--- src/rtl/ysyx_040750_axi_wr_arbiter_pkg.sv ---
// Shared definitions for the AXI4 write-path arbiter.
// - wr_state_e : one-hot FSM encoding (IDLE, AWR, WR, BR)
// - CH0 / CH1  : channel identifiers (CH0 = dcache write-back, CH1 = uncached/MMIO store)
// - BURST_* / RESP_* : AXI4 burst type and write-response codes
package ysyx_040750_axi_wr_arbiter_pkg;

  typedef enum logic [3:0] {
    ST_IDLE = 4'b0001,
    ST_AWR  = 4'b0010,
    ST_WR   = 4'b0100,
    ST_BR   = 4'b1000
  } wr_state_e;

  localparam logic CH0 = 1'b0;
  localparam logic CH1 = 1'b1;

  localparam logic [1:0] BURST_FIXED = 2'b00;
  localparam logic [1:0] BURST_INCR  = 2'b01;
  localparam logic [1:0] BURST_WRAP  = 2'b10;

  localparam logic [1:0] RESP_OKAY   = 2'b00;
  localparam logic [1:0] RESP_EXOKAY = 2'b01;
  localparam logic [1:0] RESP_SLVERR = 2'b10;
  localparam logic [1:0] RESP_DECERR = 2'b11;

endpackage

--- src/rtl/ysyx_040750_axi_wr_arbiter.sv ---
// ysyx_040750_axi_wr_arbiter
// Shares one AXI4 write path (AW/W/B) between two masters: ch0 = dcache
// write-back, ch1 = uncached/MMIO store. Exactly one transaction is in
// flight: AW, then the whole W burst, then B, all owned by one channel.
// Simultaneous requests are resolved round-robin.
//
// Parameters: DW write data width (strobe DW/8), AW address width.
// Ports:
//   I_clk, I_rst                      clock, synchronous active-high reset
//   I_chN_aw*/O_chN_awready           per-channel write address request
//   I_chN_w*/O_chN_wready             per-channel write beats
//   O_chN_bvalid/_bresp, I_chN_bready per-channel write response
//   O_axi_aw*/I_axi_awready           bus address channel
//   O_axi_w*/I_axi_wready             bus data channel
//   I_axi_bvalid/_bresp, O_axi_bready bus response channel
//
// Build option: define YSYX_040750_WR_FIXED_PRIO_EN to make ch0 always win
// simultaneous requests (prio is then held at ch0).
module ysyx_040750_axi_wr_arbiter
  import ysyx_040750_axi_wr_arbiter_pkg::*;
#(
  parameter int DW = 64,
  parameter int AW = 32
) (
  input  logic            I_clk,
  input  logic            I_rst,
  // channel 0
  input  logic            I_ch0_awvalid,
  input  logic [AW-1:0]   I_ch0_awaddr,
  input  logic [7:0]      I_ch0_awlen,
  input  logic [2:0]      I_ch0_awsize,
  input  logic [1:0]      I_ch0_awburst,
  output logic            O_ch0_awready,
  input  logic            I_ch0_wvalid,
  input  logic [DW-1:0]   I_ch0_wdata,
  input  logic [DW/8-1:0] I_ch0_wstrb,
  input  logic            I_ch0_wlast,
  output logic            O_ch0_wready,
  output logic            O_ch0_bvalid,
  output logic [1:0]      O_ch0_bresp,
  input  logic            I_ch0_bready,
  // channel 1
  input  logic            I_ch1_awvalid,
  input  logic [AW-1:0]   I_ch1_awaddr,
  input  logic [7:0]      I_ch1_awlen,
  input  logic [2:0]      I_ch1_awsize,
  input  logic [1:0]      I_ch1_awburst,
  output logic            O_ch1_awready,
  input  logic            I_ch1_wvalid,
  input  logic [DW-1:0]   I_ch1_wdata,
  input  logic [DW/8-1:0] I_ch1_wstrb,
  input  logic            I_ch1_wlast,
  output logic            O_ch1_wready,
  output logic            O_ch1_bvalid,
  output logic [1:0]      O_ch1_bresp,
  input  logic            I_ch1_bready,
  // bus side
  output logic            O_axi_awvalid,
  output logic [AW-1:0]   O_axi_awaddr,
  output logic [7:0]      O_axi_awlen,
  output logic [2:0]      O_axi_awsize,
  output logic [1:0]      O_axi_awburst,
  input  logic            I_axi_awready,
  output logic            O_axi_wvalid,
  output logic [DW-1:0]   O_axi_wdata,
  output logic [DW/8-1:0] O_axi_wstrb,
  output logic            O_axi_wlast,
  input  logic            I_axi_wready,
  input  logic            I_axi_bvalid,
  input  logic [1:0]      I_axi_bresp,
  output logic            O_axi_bready
);

  wr_state_e  state;
  logic       owner;
  logic       prio;
  logic [7:0] cnt;
  logic [7:0] len_q;

  logic            grant;
  logic            sel;
  logic            req_any;
  logic            aw_phase;
  logic            w_phase;
  logic            b_phase;
  logic            last_beat;
  logic            aw_hs;
  logic            w_hs;
  logic            b_hs;
  logic            sel_awvalid;
  logic [AW-1:0]   sel_awaddr;
  logic [7:0]      sel_awlen;
  logic [2:0]      sel_awsize;
  logic [1:0]      sel_awburst;
  logic            sel_wvalid;
  logic [DW-1:0]   sel_wdata;
  logic [DW/8-1:0] sel_wstrb;
  logic            sel_bready;

  // Burst length comes from awlen only, so the masters' wlast is never consulted.
  logic unused_wlast;
  assign unused_wlast = I_ch0_wlast ^ I_ch1_wlast;

  // Grant decision, only meaningful in IDLE. The no-request case falls back
  // to prio so that prio stays referenced in the fixed-priority build.
  always_comb begin
    grant = CH0;
`ifdef YSYX_040750_WR_FIXED_PRIO_EN
    grant = I_ch0_awvalid ? CH0 : (I_ch1_awvalid ? CH1 : prio);
`else
    if (I_ch0_awvalid && I_ch1_awvalid) grant = prio;
    else if (I_ch1_awvalid)             grant = CH1;
    else                                grant = CH0;
`endif
  end

  // In IDLE the fresh grant steers the muxes so AW goes out in the same cycle;
  // afterwards the registered owner holds the path until the B handshake.
  assign req_any   = I_ch0_awvalid | I_ch1_awvalid;
  assign sel       = (state == ST_IDLE) ? grant : owner;
  assign aw_phase  = ((state == ST_IDLE) && req_any) || (state == ST_AWR);
  assign w_phase   = (state == ST_WR);
  assign b_phase   = (state == ST_BR);
  assign last_beat = (cnt == len_q);

  // Pick the selected channel's request fields.
  always_comb begin
    sel_awvalid = I_ch0_awvalid;
    sel_awaddr  = I_ch0_awaddr;
    sel_awlen   = I_ch0_awlen;
    sel_awsize  = I_ch0_awsize;
    sel_awburst = I_ch0_awburst;
    sel_wvalid  = I_ch0_wvalid;
    sel_wdata   = I_ch0_wdata;
    sel_wstrb   = I_ch0_wstrb;
    sel_bready  = I_ch0_bready;
    if (sel == CH1) begin
      sel_awvalid = I_ch1_awvalid;
      sel_awaddr  = I_ch1_awaddr;
      sel_awlen   = I_ch1_awlen;
      sel_awsize  = I_ch1_awsize;
      sel_awburst = I_ch1_awburst;
      sel_wvalid  = I_ch1_wvalid;
      sel_wdata   = I_ch1_wdata;
      sel_wstrb   = I_ch1_wstrb;
      sel_bready  = I_ch1_bready;
    end
  end

  // Bus-side outputs are zero outside their phase; channel-side handshakes
  // only ever reach the selected channel.
  always_comb begin
    O_axi_awvalid = aw_phase & sel_awvalid;
    O_axi_awaddr  = aw_phase ? sel_awaddr  : '0;
    O_axi_awlen   = aw_phase ? sel_awlen   : 8'd0;
    O_axi_awsize  = aw_phase ? sel_awsize  : 3'd0;
    O_axi_awburst = aw_phase ? sel_awburst : BURST_FIXED;
    O_axi_wvalid  = w_phase & sel_wvalid;
    O_axi_wdata   = w_phase ? sel_wdata : '0;
    O_axi_wstrb   = w_phase ? sel_wstrb : '0;
    O_axi_wlast   = w_phase & last_beat;
    O_axi_bready  = b_phase & sel_bready;

    O_ch0_awready = aw_phase & (sel == CH0) & I_axi_awready;
    O_ch1_awready = aw_phase & (sel == CH1) & I_axi_awready;
    O_ch0_wready  = w_phase  & (sel == CH0) & I_axi_wready;
    O_ch1_wready  = w_phase  & (sel == CH1) & I_axi_wready;
    O_ch0_bvalid  = b_phase  & (sel == CH0) & I_axi_bvalid;
    O_ch1_bvalid  = b_phase  & (sel == CH1) & I_axi_bvalid;
    O_ch0_bresp   = (b_phase && (sel == CH0)) ? I_axi_bresp : RESP_OKAY;
    O_ch1_bresp   = (b_phase && (sel == CH1)) ? I_axi_bresp : RESP_OKAY;
  end

  assign aw_hs = O_axi_awvalid & I_axi_awready;
  assign w_hs  = O_axi_wvalid & I_axi_wready;
  assign b_hs  = I_axi_bvalid & O_axi_bready;

  // Transaction FSM. cnt is 8 bits; with len_q = 255 the final beat is at
  // cnt = 255, so the wrap back to 0 only happens after the burst is done.
  always_ff @(posedge I_clk) begin
    if (I_rst) begin
      state <= ST_IDLE;
      owner <= CH0;
      prio  <= CH0;
      cnt   <= 8'd0;
      len_q <= 8'd0;
    end else begin
      case (state)
        ST_IDLE: begin
          if (req_any) begin
            owner <= grant;
            if (aw_hs) begin
              len_q <= sel_awlen;
              cnt   <= 8'd0;
              state <= ST_WR;
            end else begin
              state <= ST_AWR;
            end
          end
        end
        ST_AWR: begin
          if (aw_hs) begin
            len_q <= sel_awlen;
            cnt   <= 8'd0;
            state <= ST_WR;
          end
        end
        ST_WR: begin
          if (w_hs) begin
            cnt <= cnt + 8'd1;
            if (last_beat) state <= ST_BR;
          end
        end
        ST_BR: begin
          if (b_hs) begin
            state <= ST_IDLE;
`ifdef YSYX_040750_WR_FIXED_PRIO_EN
            prio  <= CH0;
`else
            prio  <= ~owner;
`endif
          end
        end
        default: state <= ST_IDLE;
      endcase
    end
  end

endmodule

--- config.mk ---
export PLATFORM = sky130hd
export DESIGN_NAME = ysyx_040750_axi_wr_arbiter
export DESIGN_NICKNAME = d
export VERILOG_FILES = /design/src/rtl/ysyx_040750_axi_wr_arbiter_pkg.sv /design/src/rtl/ysyx_040750_axi_wr_arbiter.sv
export SDC_FILE = /design/constraint.sdc
export NUM_CORES = 1
export LEC_CHECK = 0
export BUFFER_PORTS_ARGS = -buffer_cell sky130_fd_sc_hd__buf_2
export CORE_AREA = 4 4 147 149
export DETAILED_ROUTE_END_ITERATION = 16
export DIE_AREA = 0 0 151 153
export SLEW_MARGIN = 0
export SYNTH_ARGS = -nofsm -noshare
export SYNTH_HDL_FRONTEND = slang
export SYNTH_SLANG_ARGS = --single-unit
export TNS_END_PERCENT = 10
--- constraint.sdc ---
create_clock -name I_clk -period 3.05 [get_ports I_clk]
set_input_delay 0.4575 -clock I_clk [delete_from_list [all_inputs] [get_ports I_clk]]
set_output_delay 0.4575 -clock I_clk [all_outputs]
set_load 0.01 [all_outputs]
==> key figures, run 1 <==
Status
  • Outcome: complete, no violations

Floorplanning
  • Die Ht: 153 µm
  • Row Count: 52
  • Die area: 0.0231 mm²
  • Initial core utilization: 0.143
  • # IOs: 380
  • Die W: 151 µm
  • Core area: 0.0202 mm²

Place
  • Gpl congestion: 0.857
  • IO Port Bufs: 377
  • Post-DP HPWL: 13,700 µm
  • Area after DPL: 0.00510 mm²

Cells and area
  • Ant. Diodes: 0
  • Layout net count: 1,139
  • Fin area: 0.00524 mm²
  • Fill count: 2,309
  • Area delta synth->final: 81.3%
  • Layout cells sized above 1: 0.466

Global routing
  • Total track usage: 0.126
  • Gr ovfl total: 0
  • Largest net degree at the start of global routing: 51
  • Global-route wire length before repair: 23,800 µm
  • Vias in the first global route: 4,417
  • Initial antenna violation count: 1

Logic synthesis
  • Post-synth top area share: 0.294
  • Yosys cell types: 42
  • Mean Syn Cell Area: 5.42 µm²
  • Async S/R FF share, synth: 0
  • Top cells by area, synth: nand2_1 (29%), a21oi_1 (20%), dfxtp_1 (15%)
  • Ys flop type: dfxtp_1
  • Most frequent cells after synthesis: nand2_1 (226), a21oi_1 (116), nor2_1 (39), clkbuf_1 (28), dfxtp_1 (22)
  • Sequential fraction of the synthesis area: 0.153
  • Synth warnings: 0
  • Cells after synthesis: 533
  • Syn_nets: 783
  • Mapped Area: 0.00289 mm²
  • Synth area leader: nand2_1
  • Most instantiated library cell after synthesis: nand2_1
  • Post-synth EDFFs: 0
  • #FFs+latches synth: 22

Worst hold path
  • Worst Hold End: state[2]
  • Hold path cells: 2
  • Worst hold path startpoint: I_axi_wready
  • Hold WC Path Type: in -> reg

Drt
  • Drt pass-1 iters: 4
  • Vias per cell: 4.14
  • Routed Antenna Nets: 0
  • Metal-1 WL: 6900 µm
  • Max Used Layer: met5
  • DR WL/cell: 14.5 µm
  • DRT iter0 DRCs: 286
  • DRT Wirelength: 16,800 µm
  • Met3 wire length: 1820 µm
  • Met2 Routed Length: 8000 µm
  • Remaining DRCs: 0
  • Via Count: 4,795

STA
  • Worst slew pin tran: 0.459 ns
  • Unrepaired setup endpoints after global routing: false
  • Hold slack: 0.434 ns
  • Final hold violation count: 0
  • Crit share post-route: 0.926
  • Slew HR: 0.694
  • Final TNS setup: 0 ns
  • Minimum clock period: 2.83 ns
  • Post-Route Skew: 0.00490 ns
  • Final setup fails: 0
  • Max frequency: 354 MHz
  • Max Transition Viols Final: 0

CTS
  • CTS Buf Count: 3
  • H-tree depth: 1
  • Clk_lat worst skew: 0.26 ns
  • Max clock buf depth: 2
  • Root Driver: clkbuf_16
  • CTS clock-pin slew for the worst setup and hold paths: 0.06 ns
  • Sink Count: 22
  • CTS tree: yes

Setup path
  • Largest delay share family, worst path: simple AND/OR/NAND/NOR gates
  • Critical path class: reg -> out
  • R2R depth: 7
  • Arr. time, crit path: 2.37 ns
  • Slowest CP cell: dfxtp_1
  • Slowest cell delay on critical path: 0.38 ns
  • CP Buf/Inv Count: 3
  • RR Endpoint: state[2]
  • Max FO, Critical Path: 46
  • Flop-to-flop setup slack: 0.82 ns
  • Critical Path Stages: 8
  • Worst path cell trace: nor4b_4 > or2b_4 > and2_4 > buf_16 > buf_4 > nand2_1 > a21oi_1 > buf_2
  • Crit end category: output port
  • Critical Path RT: 2.59 ns
  • Worst setup SP type: flop
  • Worst r2r src: state[1]

Power
  • Leakage: 0.00302 µW
  • Power, Total: 2390 µW
  • Power per cell area: 456 mW/mm²
  • Peak supply drop: 0.000476 V

Flow run
  • Max Cap Viol: 0
==> routing by layer <==
metal / vias to the layer above / track usage
li1: 2470 / -
met1: 2085 / 0.158
met2: 231 / 0.226
met3: 7 / 0.0296
met4: 2 / 0.00907
met5: - / 0
==> worst register-to-register path: stages, from the launching register on <==
cell and delay [ns]:
dfxtp_1 0.38, nor4b_4 0.38, nand3_2 0.30, nand2_8 0.25, buf_12 0.24, mux2i_1 0.30
nor3_1 0.08, a211oi_1 0.22
==> state kept, by name (all words and copies together) (netlist names) <==
name / flops
prio: 1
cnt: 8
state: 4
owner: 1
len_q: 8
==> cells in the final DEF, fill, tap and decap left out, drive strengths merged, types with 3 or more instances in the layout <==
| cell type | Yosys | final |
|---|---|---|
| dfxtp | 22 | 22 |
| nor2b | 4 | 4 |
| nand3 | 6 | 6 |
| a21oi | 117 | 117 |
| and2 | 3 | 4 |
| xor2 | 10 | 10 |
| a211oi | 9 | 9 |
| clkbuf | 28 | 3 |
| o21ai | 8 | 8 |
| nand2 | 227 | 227 |
| or3 | 3 | 3 |
| buf | 17 | 395 |
| nor2 | 40 | 40 |
| or2 | 3 | 3 |
| mux2i | 10 | 10 |
| nor4 | 3 | 3 |
==> how the worst max path moves through the flow <==
| stage | end | slack, ns | start |
|---|---|---|---|
| after floorplan | O_axi_wdata[16] | 0.81 | state[1] |
| after global placement | O_axi_awaddr[17] | 0.46 | state[0] |
| after detailed placement | O_axi_awlen[6] | 0.41 | state[0] |
| after CTS | O_axi_awlen[6] | 0.10 | state[0] |
| after global routing | O_axi_wdata[34] | 0.01 | state[1] |
| final | O_axi_awaddr[17] | 0.22 | state[1] |
==> power by group <==
part	internal (µW)	total (µW)	switching, µW
sequential	327	369	42.6
combinational	659	1650	986
clock	261	372	111
total	1250	2390	1140
==> logic make-up after synthesis <==
group | Yosys count | share of synthesized area
muxes | 10 | 0.0347
adders and majority gates | 1 | 0.00433
buffers and inverters | 47 | 0.0732
DFF | 22 | 0.153
AOI/OAI and AO/OA | 142 | 0.268
and+or+nand+nor | 299 | 0.431
xor gates and xnor gates | 12 | 0.0364
==> cell type report <==
cell class                      instances  area, µm²  share of cell area
Multi-Input combinational cell        465       2280               0.435
Timing Repair Buffer                  395       2070               0.395
Sequential cell                        22        442              0.0843
Tap cell                              270        338              0.0645
Clock buffer                            3       75.1              0.0143
Clock inverter                          1       30.0             0.00573
Inverter                                2       7.51             0.00143
==> through the flow <==
stage                     cells   util  setup WS (ns)
final                      1158  0.260          0.225
after detailed placement   1152  0.253          0.413
after global placement     1152  0.253          0.459
after global routing       1158  0.260         0.0125
after CTS                  1156  0.258          0.104
after floorplan             533      -          0.813
==> timing repair <==
item                       CTS  global route
setup buffers                0             1
hold buffers                 0             0
setup endpoints to repair    0            15
resized for setup            0             4
Power figures use the tool's default switching activity.
==> run 2: changes to the inputs <==
Settings changed: ABC_AREA set to 1, CORE_AREA 4 4 147 149 to 4 4 145 147, DIE_AREA 0 0 151 153 to 0 0 149 151.
==> run 2 against run 1 <==
Hold slack better by 0.036 ns; power is 59% higher; global-route usage is 0.75 points higher; sequential share of layout area is 0.16 points lower; clock-buffer cell count is 1 higher; largest power group unchanged.
==> key figures, run 2 <==
CTS
  • Sink Count: 22 (unchanged)
  • Post-CTS Hold Buffers: 0 (unchanged)
  • CTS clock-pin slew for the worst setup and hold paths: 0.06 ns (about the same)
  • H-tree depth: 1 (unchanged)
  • Clk_lat worst skew: 0.26 ns (about the same)
  • Postcts setup bufs: 0 (unchanged)
  • Post-cts resize count: 0 (unchanged)
  • CTS tree: yes (unchanged)
  • Max clock buf depth: 2 (unchanged)
  • Root Driver: clkbuf_16 (unchanged)
  • CTS Buf Count: 3 (unchanged)

Power
  • Switching share of power: 0.569 (was 0.478)
  • Peak supply drop: 0.000384 V (was 0.000476 V)
  • Power per cell area: 711 mW/mm² (was 456 mW/mm²)
  • Logic gate share of total power: 0.815 (was 0.689)
  • Leakage: 0.00305 µW (was 0.00302 µW)
  • Power, Total: 3790 µW (was 2390 µW)
  • Seq pwr share: 0.104 (was 0.155)
  • Pint: 1630 µW (was 1250 µW)
  • P_sw: 2150 µW (was 1140 µW)
  • Clock group share of total power: 0.081 (was 0.156)

Worst hold path
  • Hold path cells: 2 (unchanged)
  • Hold WC Path Type: reg -> reg (was in -> reg)
  • Worst Hold End: prio (was state[2])
  • Worst hold path startpoint: prio (was I_axi_wready)

Place
  • Setup WS pre-CTS: 0.519 ns (was 0.413 ns)
  • Gpl congestion: 0.865 (was 0.857)
  • IO Port Bufs: 377 (unchanged)
  • Area after DPL: 0.00524 mm² (was 0.00510 mm²)
  • Post-DP HPWL: 14,300 µm (was 13,700 µm)

STA
  • Hold slack: 0.471 ns (was 0.434 ns)
  • Unrepaired setup endpoints after global routing: false (unchanged)
  • Slew HR: 0.683 (was 0.694)
  • Worst slew pin tran: 0.476 ns (was 0.459 ns)
  • Post-route setup slack: 0.394 ns (was 0.225 ns)
  • Crit share post-route: 0.871 (was 0.926)
  • Max frequency: 377 MHz (was 354 MHz)
  • Final hold violation count: 0 (unchanged)
  • Minimum clock period: 2.66 ns (was 2.83 ns)
  • Final setup fails: 0 (unchanged)
  • Final TNS setup: 0 ns (unchanged)
  • Max Transition Viols Final: 0 (unchanged)
  • Post-Route Skew: 0.00330 ns (was 0.00490 ns)

Logic synthesis
  • Post-Synth Simple-Gate Area: 0.457 (was 0.431)
  • Syn_nets: 844 (was 783)
  • Synth Area in XOR/XNOR: 0.0230 (was 0.0364)
  • Top cells by area, synth: nand2_1 (32%), a21oi_1 (20%), dfxtp_1 (14%) (was nand2_1 (29%), a21oi_1 (20%), dfxtp_1 (15%))
  • Most instantiated library cell after synthesis: nand2_1 (unchanged)
  • #FFs+latches synth: 22 (unchanged)
  • Mapped Area: 0.00305 mm² (was 0.00289 mm²)
  • Post-synthesis mux area share: 0.0263 (was 0.0347)
  • Post-synth EDFFs: 0 (unchanged)
  • Synth warnings: 0 (unchanged)
  • Synth Area in Compound Gates: 0.237 (was 0.268)
  • Async S/R FF share, synth: 0 (unchanged)
  • Ys flop type: dfxtp_1 (unchanged)
  • Largest family of logic cells by synthesized area: simple AND/OR/NAND/NOR gates (unchanged)
  • Most frequent cells after synthesis: nand2_1 (256), a21oi_1 (121), nor2_1 (40), inv_1 (31), buf_2 (25) (was nand2_1 (226), a21oi_1 (116), nor2_1 (39), clkbuf_1 (28), dfxtp_1 (22))
  • Sequential fraction of the synthesis area: 0.145 (was 0.153)
  • Adder-cell share of the synthesized area: 0.00411 (was 0.00433)
  • Post-synth top area share: 0.315 (was 0.294)
  • Cells after synthesis: 594 (was 533)
  • Synth area leader: nand2_1 (unchanged)
  • Mean Syn Cell Area: 5.13 µm² (was 5.42 µm²)
  • Yosys cell types: 33 (was 42)

Drt
  • Routed Antenna Nets: 0 (unchanged)
  • Via Count: 5,078 (was 4,795)
  • Vias per cell: 4.18 (was 4.14)
  • Drt pass-1 iters: 5 (was 4)
  • DRT iter0 DRCs: 171 (was 286)
  • Remaining DRCs: 0 (unchanged)
  • DR WL/cell: 14.2 µm (was 14.5 µm)
  • DRT Wirelength: 17,300 µm (was 16,800 µm)

Cells and area
  • Area delta synth->final: 74.8% (was 81.3%)
  • Commonest cells after routing, fill and taps aside: buf_2 (377), nand2_1 (255), a21oi_1 (121) (was buf_2 (377), nand2_1 (225), a21oi_1 (116))
  • Fin area: 0.00533 mm² (was 0.00524 mm²)
  • Area occupied by multi-input gates: 0.00229 mm² (was 0.00228 mm²)
  • Ant. Diodes: 0 (unchanged)
  • Commonest non-fill, non-tap cell in the layout: buf_2 (unchanged)
  • Largest regs: cnt (8), len_q (8), state (4) (unchanged)
  • Layout cells sized above 1: 0.441 (was 0.466)
  • Register area: 440 µm² (was 442 µm²)
  • Fill count: 2,313 (was 2,309)
  • Layout net count: 1,196 (was 1,139)

Flow run
  • Max Cap Viol: 0 (unchanged)

Setup path
  • R2R depth: 12 (was 7)
  • Critical Path RT: 2.59 ns (about the same)
  • CP Buf/Inv Count: 4 (was 3)
  • Largest delay share family, worst path: buffers and inverters (was simple AND/OR/NAND/NOR gates)
  • Slowest cell delay on critical path: 0.36 ns (was 0.38 ns)
  • Worst path cell trace: inv_2 > nand2_2 > nor2_4 > nand2_2 > nand2_4 > buf_12 > buf_4 > nand2_1 > a21oi_1 > buf_2 (was nor4b_4 > or2b_4 > and2_4 > buf_16 > buf_4 > nand2_1 > a21oi_1 > buf_2)
  • Arr. time, crit path: 2.20 ns (was 2.37 ns)
  • Slowest CP cell: dfxtp_1 (unchanged)
  • Critical path class: reg -> out (unchanged)
  • Worst r2r src: state[1] (unchanged)
  • Worst setup SP type: flop (unchanged)
  • Max FO, Critical Path: 41 (was 46)
  • Flop-to-flop setup slack: 0.87 ns (was 0.82 ns)
  • Critical Path Start: state[1] (unchanged)
  • RR Endpoint: cnt[1] (was state[2])
  • Most frequent CP cell: nand2_2
  • Crit end category: output port (unchanged)

Floorplanning
  • Die Ht: 151 µm (was 153 µm)
  • # IOs: 380 (unchanged)
  • Core area: 0.0199 mm² (was 0.0202 mm²)
  • Die area: 0.0225 mm² (was 0.0231 mm²)
  • Die W: 149 µm (was 151 µm)
  • Initial core utilization: 0.153 (was 0.143)
  • Row Count: 52 (unchanged)

Global routing
  • Initial antenna violation count: 0 (was 1)
  • Vias in the first global route: 4,415 (was 4,417)
  • Total track usage: 0.133 (was 0.126)
  • Global-route wire length before repair: 24,300 µm (was 23,800 µm)
  • Largest net degree at the start of global routing: 86 (was 51)
  • Gr ovfl total: 0 (unchanged)

Status
  • Outcome: complete, no violations (unchanged)
-- run 2: worst reg2reg max path: cells and delay by family (launching register included) --
| kind | cells | cell delay [ns] |
|---|---|---|
| compound gates | 1 | 0.14 |
| simple gates | 9 | 1.27 |
| buf+inv | 2 | 0.36 |
| flops | 1 | 0.36 |
-- run 2: power by group through the flow --
stage	combinational, µW	clock, µW	sequential, µW
6_report	3090	308	393
5_1_grt	3430	331	402
4_1_cts	3130	315	395
3_5_place_dp	3110	0	401
3_3_place_gp	3090	0	398
2_1_floorplan	1990	0	387
-- run 2: per-stage QoR --
step / util / cells
after floorplan: - / 594
after global placement: 0.263 / 1211
after detailed placement: 0.263 / 1211
after CTS: 0.267 / 1215
after global routing: 0.267 / 1215
final: 0.267 / 1215
-- run 2: worst max-delay path by stage --
stage,slack [ns],endpoint,cells past startpoint
6_report,0.39,O_axi_awaddr[27],10
5_1_grt,0.22,O_axi_awaddr[30],10
4_1_cts,0.37,O_axi_awlen[7],9
3_5_place_dp,0.52,O_axi_awlen[7],9
3_3_place_gp,0.51,O_axi_awlen[7],9
2_1_floorplan,1.04,O_axi_wstrb[0],8
-- run 2: area by class of cell --
cell class | instances | area share
clock buffers | 4 | 0.0167
inverters | 34 | 0.0242
multi-input cells | 496 | 0.430
flip-flops and latches | 22 | 0.0827
well taps | 270 | 0.0634
repair buffers | 389 | 0.383
-- run 2: cells by family (layout without fill, tap and decap cells) --
kind of cell	after synthesis	in the layout
adder cells (fa/ha/maj)	1	1
AO/OA/AOI/OAI	136	136
buffers and inverters	76	427
AND/OR/NAND/NOR	343	343
multiplexers	8	8
flip-flops	22	22
XOR/XNOR	8	8
-- run 2: routing by layer --
layer | track usage | routed length [µm] | up-vias
met3 | 0.0180 | 1420 | 7
met4 | 0.0110 | 60 | 0
met2 | 0.237 | 8370 | 221
li1 | - | - | 2609
met5 | 0 | 0 | -
met1 | 0.179 | 7420 | 2241
==> run 3: changes to the inputs <==
Settings changed: REMOVE_ABC_BUFFERS set to 1.
==> run 3 against run 2 <==
Sequential cell count is the same; non-clock buffer count is 1 higher; clock power up 20%; final cell count about the same; maximum frequency decreased by 1.9%; hold slack hardly changed; critical path type unchanged.
==> key figures, run 3 (synthesis gave the netlist of run 2 again) <==
CTS
  • Clk_lat worst skew: 0.26 ns (about the same)
  • Max clock buf depth: 2 (unchanged)
  • H-tree depth: 1 (unchanged)
  • Post-cts resize count: 0 (unchanged)
  • CTS tree: yes (unchanged)
  • Postcts setup bufs: 0 (unchanged)
  • Post-CTS Hold Buffers: 0 (unchanged)
  • Sink Count: 22 (unchanged)
  • CTS Buf Count: 3 (unchanged)
  • Root Driver: clkbuf_16 (unchanged)
  • CTS clock-pin slew for the worst setup and hold paths: 0.06 ns (about the same)

Cells and area
  • Ant. Diodes: 0 (unchanged)
  • Largest regs: cnt (8), len_q (8), state (4) (unchanged)
  • Area delta synth->final: 75.2% (was 74.8%)
  • Layout net count: 1,197 (was 1,196)
  • Final cell count without fillers: 1,216 (was 1,215)
  • Commonest cells after routing, fill and taps aside: buf_2 (377), nand2_1 (255), a21oi_1 (121) (unchanged)
  • Commonest non-fill, non-tap cell in the layout: buf_2 (unchanged)
  • Layout cells sized above 1: 0.442 (was 0.441)

Worst hold path
  • Hold WC Path Type: reg -> reg (unchanged)
  • Worst Hold End: prio (unchanged)
  • Worst hold path startpoint: prio (unchanged)
  • Hold path cells: 2 (unchanged)

Floorplanning
  • Die W: 149 µm (unchanged)
  • Die area: 0.0225 mm² (unchanged)
  • Initial core utilization: 0.153 (unchanged)
  • Row Count: 52 (unchanged)
  • Core area: 0.0199 mm² (unchanged)
  • # IOs: 380 (unchanged)
  • Die Ht: 151 µm (unchanged)

Global routing
  • Global-route wire length before repair: 23,700 µm (was 24,300 µm)
  • Gr ovfl total: 0 (unchanged)
  • Total track usage: 0.131 (was 0.133)
  • Largest net degree at the start of global routing: 86 (unchanged)
  • Initial antenna violation count: 2 (was 0)
  • Vias in the first global route: 4,544 (was 4,415)

Setup path
  • Flop-to-flop setup slack: 0.71 ns (was 0.87 ns)
  • RR Endpoint: cnt[1] (unchanged)
  • Critical Path Start: state[1] (unchanged)
  • Largest delay share family, worst path: simple AND/OR/NAND/NOR gates (was buffers and inverters)
  • Slowest CP cell: nand2_4 (was dfxtp_1)
  • Most frequent CP cell: nand2_2 (unchanged)
  • Worst setup SP type: flop (unchanged)
  • Worst r2r src: state[1] (unchanged)
  • Critical Path RT: 2.59 ns (about the same)
  • Worst path cell trace: inv_2 > nand2_2 > nor2_4 > nand2_2 > nand2_4 > buf_12 > nand2_1 > a21oi_1 > buf_2 (was inv_2 > nand2_2 > nor2_4 > nand2_2 > nand2_4 > buf_12 > buf_4 > nand2_1 > a21oi_1 > buf_2)
  • Crit end category: output port (unchanged)
  • CP Buf/Inv Count: 3 (was 4)
  • Critical path class: reg -> out (unchanged)
  • Max FO, Critical Path: 44 (was 41)
  • Arr. time, crit path: 2.25 ns (was 2.20 ns)
  • R2R depth: 12 (unchanged)
  • Slowest cell delay on critical path: 0.46 ns (was 0.36 ns)

STA
  • Max frequency: 369 MHz (was 377 MHz)
  • Unrepaired setup endpoints after global routing: false (unchanged)
  • Final setup fails: 0 (unchanged)
  • Final hold violation count: 0 (unchanged)
  • Max Transition Viols Final: 0 (unchanged)
  • Slew HR: 0.401 (was 0.683)
  • Post-Route Skew: 0.00256 ns (was 0.00330 ns)
  • Hold slack: 0.470 ns (was 0.471 ns)
  • Minimum clock period: 2.71 ns (was 2.66 ns)
  • Crit share post-route: 0.888 (was 0.871)
  • Worst slew pin tran: 0.899 ns (was 0.476 ns)

Drt
  • DR WL/cell: 13.5 µm (was 14.2 µm)
  • Routed Antenna Nets: 0 (unchanged)
  • Vias per cell: 4.10 (was 4.18)
  • Drt pass-1 iters: 4 (was 5)
  • DRT iter0 DRCs: 221 (was 171)
  • Remaining DRCs: 0 (unchanged)
  • Via Count: 4,989 (was 5,078)
  • DRT Wirelength: 16,400 µm (was 17,300 µm)

Power
  • Peak supply drop: 0.000399 V (was 0.000384 V)
  • Power per cell area: 716 mW/mm² (was 711 mW/mm²)
  • Leakage: 0.00305 µW (about the same)

Place
  • Placed cell count: 1,212 (was 1,211)
  • IO Port Bufs: 377 (unchanged)
  • Post-DP HPWL: 13,800 µm (was 14,300 µm)
  • Gpl congestion: 0.859 (was 0.865)

Status
  • Outcome: complete, no violations (unchanged)

Flow run
  • Max Cap Viol: 0 (unchanged)
[run 3: changes by cell type in the layout (fill, tap and decap cells not counted)]
cell / change
buf_12: -1
buf_4: +2
bufinv_16: +1
clkbuf_8: -1
[run 3: final cells by class]
class / instances / area, µm²
clock buffers: 3 / 75.1
clock inverters: 1 / 30.0
fillers: 2322 / 14600
inverters: 34 / 129
multi-input cells: 496 / 2290
flip-flops and latches: 22 / 440
well taps: 270 / 338
repair buffers: 390 / 2030
[run 3: routing by layer]
layer  vias up  track usage  part of all wire
met5         -            0            0.0016
met4         4       0.0265             0.021
met3        16       0.0245              0.10
met2       265        0.226              0.45
met1      2097        0.171              0.42
li1       2607            -                 -
[run 3: how the worst max path moves through the flow]
stage                  endpoint  cells after the start  slack [ns]
2_1_floorplan      O_axi_bready                      6       -0.45
3_3_place_gp    O_axi_awaddr[9]                      9        0.44
3_5_place_dp   O_axi_awaddr[20]                      9        0.43
4_1_cts        O_axi_awaddr[20]                      9        0.32
5_1_grt         O_axi_wdata[11]                      9        0.17
6_report        O_axi_wdata[11]                      9        0.34
[run 3: through the flow]
step	total power (µW)	util	setup TNS, ns	setup slack (ns)	instance area [µm²]
floorplan	2310	-	-36.39	-0.455	2850
global placement	3480	0.263	0	0.440	5230
detailed placement	3490	0.263	0	0.434	5230
CTS	3890	0.268	0	0.319	5340
global route	4230	0.268	0	0.174	5340
finish	3820	0.268	0	0.342	5340
[run 3: report_power, final]
group	switching [µW]	total, µW	leakage, µW	internal, µW
sequential	44.6	390	0.000179	345
combinational	1960	3060	0.00282	1100
clock	108	369	0.0000511	261
total	2120	3820	0.00305	1710
[run 3: worst min-delay path, stage by stage, from the launching register on]
cell and delay [ns]:
dfxtp_1 0.30, inv_1 0.06, a21oi_1 0.06
